## src/rtl/rv32i_pkg.sv

```systemverilog
`default_nettype none
// ============================================================================
// Module      : rv32i_pkg
// Description : Shared constants, fetch-entry type and alignment helper for
//               the RV32I core front end.
// Revision    : 1.0 - initial release
// ============================================================================
package rv32i_pkg;

  localparam int unsigned XLEN = 32;
  localparam logic [XLEN-1:0] INST_BYTES = XLEN'(4);
  localparam logic [XLEN-1:0] RESET_PC_DEFAULT = 32'h0000_0000;

  // One fetched instruction together with the byte address it came from.
  typedef struct packed {
    logic [XLEN-1:0] pc;
    logic [XLEN-1:0] inst;
  } fetch_entry_t;

  // Instruction addresses must sit on a 4-byte boundary.
  function automatic logic is_aligned(input logic [XLEN-1:0] addr);
    return addr[1:0] == 2'b00;
  endfunction

endpackage : rv32i_pkg
`default_nettype wire

```

## src/rtl/fetch_buf.sv

```systemverilog
`default_nettype none
// ============================================================================
// Module      : fetch_buf
// Description : Two-entry synchronous FIFO of {pc, inst} pairs with flush.
//               Flush takes priority over push and pop in the same cycle.
// Revision    : 1.0 - initial release
// ============================================================================
module fetch_buf
  import rv32i_pkg::*;
(
  input  logic         clk_i,
  input  logic         rst_n_i,
  input  logic         push_i,
  input  fetch_entry_t push_data_i,
  input  logic         pop_i,
  input  logic         flush_i,
  output fetch_entry_t head_o,
  output logic [1:0]   count_o,
  output logic         empty_o
);

  localparam logic [1:0] DEPTH = 2'd2;

  fetch_entry_t mem_q [2];
  fetch_entry_t mem_d [2];
  logic         wr_ptr_q, wr_ptr_d;
  logic         rd_ptr_q, rd_ptr_d;
  logic [1:0]   count_q, count_d;
  logic         do_push;
  logic         do_pop;

  // Guard against pushing into a full buffer or popping an empty one.
  always_comb begin
    do_push = push_i & (count_q != DEPTH);
    do_pop  = pop_i & (count_q != 2'd0);
  end

  // Next-state: flush empties the buffer, otherwise push/pop update pointers.
  always_comb begin
    mem_d    = mem_q;
    wr_ptr_d = wr_ptr_q;
    rd_ptr_d = rd_ptr_q;
    count_d  = count_q;
    if (flush_i) begin
      wr_ptr_d = 1'b0;
      rd_ptr_d = 1'b0;
      count_d  = 2'd0;
    end else begin
      if (do_push) begin
        mem_d[wr_ptr_q] = push_data_i;
        wr_ptr_d        = ~wr_ptr_q;
      end
      if (do_pop) begin
        rd_ptr_d = ~rd_ptr_q;
      end
      count_d = count_q + {1'b0, do_push} - {1'b0, do_pop};
    end
  end

  // Storage and pointer registers; entries clear to zero so the head reads 0.
  always_ff @(posedge clk_i or negedge rst_n_i) begin
    if (!rst_n_i) begin
      for (int i = 0; i < 2; i++) begin
        mem_q[i] <= '0;
      end
      wr_ptr_q <= 1'b0;
      rd_ptr_q <= 1'b0;
      count_q  <= 2'd0;
    end else begin
      for (int i = 0; i < 2; i++) begin
        mem_q[i] <= mem_d[i];
      end
      wr_ptr_q <= wr_ptr_d;
      rd_ptr_q <= rd_ptr_d;
      count_q  <= count_d;
    end
  end

  assign head_o  = mem_q[rd_ptr_q];
  assign count_o = count_q;
  assign empty_o = (count_q == 2'd0);

endmodule : fetch_buf
`default_nettype wire

```

## src/rtl/instr_fetch.sv

```systemverilog
`default_nettype none
// ============================================================================
// Module      : instr_fetch
// Description : RV32I instruction fetch stage. Holds the pc, issues reads to
//               a registered instruction ROM, tags each returning word with
//               its pc and buffers up to two results for decode. Redirects
//               discard everything in flight; a misaligned redirect target
//               raises a sticky error that halts fetching until reset.
// Revision    : 1.0 - initial release
// ============================================================================
module instr_fetch
  import rv32i_pkg::*;
#(
  parameter logic [XLEN-1:0] RESET_PC = RESET_PC_DEFAULT
) (
  input  logic            clk_i,
  input  logic            rst_n_i,
  output logic            rom_en_o,
  output logic [XLEN-1:0] rom_addr_o,
  input  logic [XLEN-1:0] rom_data_i,
  input  logic            redirect_i,
  input  logic [XLEN-1:0] redirect_pc_i,
  output logic            inst_valid_o,
  input  logic            inst_ready_i,
  output logic [XLEN-1:0] inst_o,
  output logic [XLEN-1:0] pc_o,
  output logic            fetch_err_o
);

  logic [XLEN-1:0] pc_q, pc_d;
  logic [XLEN-1:0] tag_q, tag_d;
  logic            inflight_q, inflight_d;
  logic            err_q, err_d;

  fetch_entry_t    buf_head;
  fetch_entry_t    buf_push_data;
  logic [1:0]      buf_count;
  logic            buf_empty;
  logic            buf_push;
  logic            pop;
  logic            issue;
  logic            bad_redirect;
  logic [2:0]      occupancy;

  // Handshake, credit check and issue decision for this cycle.
  always_comb begin
    pop          = ~buf_empty & ~err_q & inst_ready_i;
    // Slots committed after this cycle's pop: buffered plus the word on its way.
    occupancy    = {1'b0, buf_count} + {2'b00, inflight_q} - {2'b00, pop};
    issue        = (occupancy < 3'd2) & ~redirect_i & ~err_q & rst_n_i;
    bad_redirect = redirect_i & ~is_aligned(redirect_pc_i);
    // A redirect kills the returning word as well as everything buffered.
    buf_push     = inflight_q & ~redirect_i;
    buf_push_data = '{pc: tag_q, inst: rom_data_i};
  end

  // Next pc, in-flight tag and sticky error.
  always_comb begin
    pc_d       = pc_q;
    tag_d      = tag_q;
    inflight_d = issue;
    err_d      = err_q | bad_redirect;
    if (issue) begin
      pc_d  = pc_q + INST_BYTES;
      tag_d = pc_q;
    end
    // pc is loaded even for a misaligned target so it is visible for debug.
    if (redirect_i) begin
      pc_d = redirect_pc_i;
    end
  end

  // Fetch-control registers.
  always_ff @(posedge clk_i or negedge rst_n_i) begin
    if (!rst_n_i) begin
      pc_q       <= RESET_PC;
      tag_q      <= '0;
      inflight_q <= 1'b0;
      err_q      <= 1'b0;
    end else begin
      pc_q       <= pc_d;
      tag_q      <= tag_d;
      inflight_q <= inflight_d;
      err_q      <= err_d;
    end
  end

  fetch_buf u_fetch_buf (
    .clk_i       (clk_i),
    .rst_n_i     (rst_n_i),
    .push_i      (buf_push),
    .push_data_i (buf_push_data),
    .pop_i       (pop),
    .flush_i     (redirect_i),
    .head_o      (buf_head),
    .count_o     (buf_count),
    .empty_o     (buf_empty)
  );

  assign rom_en_o     = issue;
  assign rom_addr_o   = pc_q;
  assign inst_valid_o = ~buf_empty & ~err_q;
  assign inst_o       = buf_head.inst;
  assign pc_o         = buf_head.pc;
  assign fetch_err_o  = err_q;

endmodule : instr_fetch
`default_nettype wire

```

## config.mk

```make
export PLATFORM = sky130hd
export DESIGN_NAME = instr_fetch
export DESIGN_NICKNAME = d
export VERILOG_FILES = /design/src/rtl/rv32i_pkg.sv /design/src/rtl/fetch_buf.sv /design/src/rtl/instr_fetch.sv
export SDC_FILE = /design/constraint.sdc
export NUM_CORES = 1
export LEC_CHECK = 0
export BUFFER_PORTS_ARGS = -buffer_cell sky130_fd_sc_hd__buf_2
export CORE_AREA = 5 5 134 136
export CTS_CLUSTER_DIAMETER = 30
export CTS_CLUSTER_SIZE = 16
export DETAILED_ROUTE_END_ITERATION = 10
export DIE_AREA = 0 0 139 141
export PLACE_DENSITY = 0.79
export SLEW_MARGIN = 25
export SYNTH_ARGS = -nofsm -noshare
export SYNTH_HDL_FRONTEND = slang
export SYNTH_HIERARCHICAL = 1
export SYNTH_SLANG_ARGS = --single-unit
```

## constraint.sdc

```tcl
create_clock -name clk_i -period 3.8 [get_ports clk_i]
set_input_delay 0.76 -clock clk_i [delete_from_list [all_inputs] [get_ports clk_i]]
set_output_delay 0.76 -clock clk_i [all_outputs]
set_load 0.01 [all_outputs]
```

# Yosys cells after proc, flatten, opt, wreduce, memory -nomap -nowiden
# Index checks and enable logic that the tools add are counted.
# totals
reg_bits,198
output_inout_bits,99
# classes
add_sub_neg,5
order_cmp,4
n_eq_ne,1
mux,13
bitwise,18
n_reduce_logical,8
# ops
op,count
$mux W64,4
$bwmux W128,1
$demux W64 S1,1
$mux W32,2
$add A32 B3 Y32 const B,1
$and A1 B1 Y1,9
$reduce_bool A2 Y1,4
$not A1 Y1,6
$ge A2 B2 Y1 const B,2
$logic_not A2 Y1,2
$mux W1,4
$not A1 Y2,2
$add A2 B1 Y3,1
$lt A3 B2 Y1 const B,1
$sub A3 B1 Y3,1
$add A2 B1 Y2,1
$lt A2 B1 Y1 const B,1
$mux W2,1
$ne A2 B2 Y1 const B,1
$reduce_and A2 Y1,1
$sub A2 B1 Y2,1
$logic_and A1 B1 Y1,1
$or A1 B1 Y1,1

# Logic depth before layout (Yosys ltp)
# logic_depth
depth_word,11
depth_mapped,13
mapped_depth_nobuf,12

# Modules after synthesis
# Netlist, hierarchy kept.
# modules_own_cells
mod,instances,cells_each,area_each_um2,seq_area_each_um2
fetch_buf,1,364,5895.7,3303.2
instr_fetch,1,359,3231.8,1651.6

# Least setup slack after synthesis
# Ideal clock, no wire load.
# synth_path
path_type,input -> output
startpoint,in inst_ready_i
endpoint,out rom_en_o
t_arrival_ps,2613
required_time_ps,3040
setup_slack_ps,427
stages,9
n_path_buf,2
cell_sequence,and2_1 ha_1 nand2b_1 fa_1 nand4bb_1 or2_1 inv_2 buf_2 buf_2
# synth_via
elab_chain_len,6
# synth_lines
element,line_no,source
start: declaration,instr_fetch.sv:24,"input logic inst_ready_i,"
$and A1 B1 Y1,instr_fetch.sv:47,pop = ~buf_empty & ~err_q & inst_ready_i;
$sub A3 B1 Y3,instr_fetch.sv:49,"occupancy = {1'b0, buf_count} + {2'b00, inflight_q} - {2'b00, pop};"
$lt A3 B2 Y1,instr_fetch.sv:50,issue = (occupancy < 3'd2) & ~redirect_i & ~err_q & rst_n_i;
$and A1 B1 Y1 (3 in series),instr_fetch.sv:50,
end: declaration,instr_fetch.sv:18,"output logic rom_en_o,"
# No other way between the ends.

# Worst setup path in the final report
# layout_path
startpoint,reg u_fetch_buf.count_q[0] (netlist: u_fetch_buf/count_o[0])
endpoint,out rom_en_o
# layout_via
elab_chain_len,9
# layout_lines
element,line_no,source
start: declaration,fetch_buf.sv:28,"logic [1:0] count_q, count_d;"
start signal: assignment,fetch_buf.sv:75,count_q <= count_d;
$logic_not A2 Y1,fetch_buf.sv:81,assign empty_o = (count_q == 2'd0);
net buf_empty,instr_fetch.sv:38,logic buf_empty;
$not A1 Y1,instr_fetch.sv:47,
$and A1 B1 Y1 (2 in series),instr_fetch.sv:47,
net pop,instr_fetch.sv:40,logic pop;
$sub A3 B1 Y3,instr_fetch.sv:49,
$lt A3 B2 Y1,instr_fetch.sv:50,
$and A1 B1 Y1 (3 in series),instr_fetch.sv:50,
# The timed path passes the listed nets, and every way through them passes these cells.

==> results by group <==
Routing
  – DRT antenna net count: 0
  – Via-per-instance ratio: 5.56
  – Initial drt markers: about 380
  – DRC: 0
  – WL final: about 20 mm
  – Vias: 6238
  – Drt wl/cell: about 18 um
  – Drt pass-1 iters: 5

Die
  – Core ar.: about 17000 um2
  – Initial core utilization: ~54%
  – Row count: 48
  – Die Area: approximately 20000 um2
  – Die X: 139 um
  – Die Span Y: about 140 um
  – Boundary Pins: approximately 170

Run
  – Max cap viols: 0

Placement
  – DPL Wire Length: between 10 and 15 mm
  – Gpl congestion: a little under 0.9
  – IO Port Bufs: 166

Global route
  – Initial antenna violation count: 0
  – Pin count of the biggest net entering global routing: 70
  – Vias in the first global route: between 6000 and 7000
  – Global route total overflow: 0
  – First-pass GRT wire length: about 34 mm
  – GRT Resource Usage Total: 21.1%

Synth
  – Seq cells post-synth: a little under 200
  – Synth Flop Type: dfrtp_1
  – Syn_area_per_cell: roughly 13 um2
  – Post-synth EDFFs: 0
  – Mapped Area: between 9000 and 10000 um2
  – Cells after synthesis: between 700 and 800
  – Register area share after synthesis: between 50% and 60%
  – Synth warn: 6
  – Synth async-reset ratio: 100%
  – Syn Nets: 796
  – Yosys cell types: between 50 and 60

Pwr
  – Pwr per Cell Area: between 400 and 500 nW/um2
  – Leakage: roughly 5.6 nW
  – Worst VDD drop: 358 uV

STA
  – Skew final: roughly 0.011 ns
  – Final Cycle Share: between 90% and 100%
  – Final setup TNS: 0 ns
  – Final Critical Period: 3.59 ns
  – RSZ-0062 raised after global routing: no
  – Final Hold Viols: 0
  – Finish-stage setup viols: 0
  – Final Max Slew Viols: 0
  – Worst-Margin Slew: between 0.8 and 0.9 ns
  – Relative slew slack: between 40% and 50%
  – Max Clk Rate: around 280 MHz

Clocking
  – Root Buffer: clkbuf_16
  – CTS tree: done
  – Hold Buf Count CTS: 0
  – Clock latency on the worst-skew pair: between 0.4 and 0.5 ns
  – Clk buf depth: 2
  – H-tree depth: 4
  – Clk sink count: roughly 200
  – Worst-path clk slew: 0.07 ns
  – CTS Buf Count: 17

Status
  – Outcome: completed

Finish
  – Ant. Diodes: 0
  – Fillers: approximately 1300
  – Fin util: around 64%
  – Layout cells sized above 1: between 40% and 50%
  – Final Net Count: about 960
  – P&R area growth vs syn: 17.5%

Hold path
  – Min-delay worst type: reg2reg
  – WHS Endpoint: u_fetch_buf/mem_q[92]$_DFFE_PN0P_
  – WHS Path Cells: 1
  – Hold Crit Start: u_fetch_buf/mem_q[92]$_DFFE_PN0P_

Critical path
  – CP Data Arrival Time: between 2 and 3 ns
  – Setup CP Type: reg2out
  – FF-to-FF Start: u_fetch_buf/count_o[0]$_DFF_PN0_
  – Crit path required time: a little over 3 ns
  – Crit. End Element: primary output
  – Crit start category: flip-flop
  – Reg2reg path depth: 13
  – R2r endpoint: rom_addr_o[23]$_DFFE_PN0P_
  – Critical Path Fanout Max: 7
  – Reg2Reg Setup Slack: a little under 0.6 ns
==> per-stage QoR <==
stage          area (um2)  power [mW]  hold WS [ns]  std cells  setup slack [ns]
3_5_place_dp        10200        2.66         0.481       1088             0.361
2_1_floorplan        9130        2.46         0.454        723             0.427
5_1_grt             10700        4.50         0.513       1121           0.00643
6_report            10700        4.31         0.492       1121             0.210
4_1_cts             10700        4.36         0.498       1120             0.113
3_3_place_gp        10200        2.65         0.468       1088             0.412
==> layer usage <==
| layer | share of wire (%) | vias up | global-route usage, % |
|---|---|---|---|
| li1 | - | 2902 | - |
| met1 | 48 | 3073 | 32.1 |
| met2 | 44 | 244 | 31.0 |
| met3 | 6.1 | 19 | 4.14 |
| met4 | 1.1 | 0 | 5.72 |
| met5 | 0 | - | 0 |
==> worst max path at each step <==
| stage | slack, ns | endpoint | from |
|---|---|---|---|
| 2_1_floorplan | 0.43 | rom_en_o | inst_ready_i |
| 3_3_place_gp | 0.41 | rom_addr_o[23]$_DFFE_PN0P_ | inst_ready_i |
| 3_5_place_dp | 0.36 | rom_addr_o[23]$_DFFE_PN0P_ | inst_ready_i |
| 4_1_cts | 0.11 | rom_en_o | u_fetch_buf/count_o[1]$_DFF_PN0_ |
| 5_1_grt | 0.006 | rom_en_o | u_fetch_buf/count_o[0]$_DFF_PN0_ |
| 6_report | 0.21 | rom_en_o | u_fetch_buf/count_o[0]$_DFF_PN0_ |
==> flip-flops by register name, indices dropped and copies added (netlist names) <==
signal,cells
u_fetch_buf/wr_ptr_q,1
u_fetch_buf/count_o,2
u_fetch_buf/mem_q,128
tag_q,32
fetch_err_o,1
rom_addr_o,32
inflight_q,1
u_fetch_buf/rd_ptr_q,1
==> power by group <==
part	leakage [nW]	internal (mW)	switching, mW	total [mW]
sequential	2.67	2.19	0.104	2.30
combinational	2.66	0.146	0.176	0.322
clock	0.276	0.874	0.814	1.69
==> cells in the mapped netlist, drive strengths merged, types with 3 or more instances <==
master  count  area share (%)
a21oi       5            0.27
dfrtp     198              54
nand4      14             1.0
xnor2       3            0.29
inv         9            0.37
o211ai     13             1.1
xor2        4            0.38
clkbuf     16            0.66
nand2     125             5.2
nor2       18            0.77
ha          4            0.55
and4        4            0.41
buf        22             1.6
a31oi       4            0.27
nand2b      3            0.21
o311ai      7            0.67
mux2      194              26
and3        3            0.21
and2        3            0.21
nand3      23             1.5
nor4        3            0.44
or3         3            0.22
nor3        3            0.53
a22oi       3            0.25
o21ai      18            0.99
==> critical path, cell delays in order (launching register included) <==
cell and delay [ns]:
dfrtp_1 0.44, nor2_1 0.11, nor2_1 0.06, and2_1 0.17
ha_1 0.27, nand2b_1 0.15, fa_1 0.48, nand4bb_1 0.11
or2_2 0.33, inv_2 0.13, buf_2 0.15
==> cell usage in the layout (no fill, tap or decap), drive strengths merged, types with 2 or more instances in the layout <==
master | Yosys | final
dfrtp | 198 | 198
mux2 | 194 | 194
buf | 22 | 178
nand2 | 125 | 125
nand3 | 23 | 23
clkbuf | 16 | 19
o21ai | 18 | 18
nor2 | 18 | 18
nand4 | 14 | 14
inv | 9 | 14
o211ai | 13 | 13
clkinv | 0 | 8
o311ai | 7 | 7
a21oi | 5 | 5
xor2 | 4 | 4
a31oi | 4 | 4
ha | 4 | 4
and4 | 4 | 4
nand2b | 3 | 3
and3 | 3 | 3
nor3 | 3 | 3
a22oi | 3 | 3
and2 | 3 | 3
xnor2 | 3 | 3
or3 | 3 | 3
nor4 | 3 | 3
nor2b | 2 | 2
or4 | 2 | 2
mux2i | 2 | 2
a221o | 2 | 2
nand4b | 2 | 2
==> logic make-up (layout without fill, tap and decap cells) <==
group	after synthesis	in the layout	synth area share, %
and+or+nand+nor	213	213	11.7
buffers and inverters	47	220	2.62
AOI/OAI and AO/OA	57	57	4.19
DFF	198	198	54.3
muxes	196	196	25.8
xor gates and xnor gates	7	7	0.672
adders and majority gates	5	5	0.768
==> area by class of cell <==
type | instances | area [um2] | share of cell area, %
inverters | 9 | 33.8 | 0.315
repair buffers | 179 | 962 | 8.97
clock inverters | 14 | 118 | 1.10
well taps | 225 | 282 | 2.62
clock buffers | 18 | 439 | 4.09
flip-flops and latches | 198 | 4960 | 46.2
multi-input cells | 478 | 3930 | 36.7
==> timing repair <==
action,CTS,global route
resized for setup,0,1
setup endpoints to repair,0,1
hold endpoints to repair,0,0
buffers inserted,0,1
No activity file was read; power rests on OpenSTA's default activity.
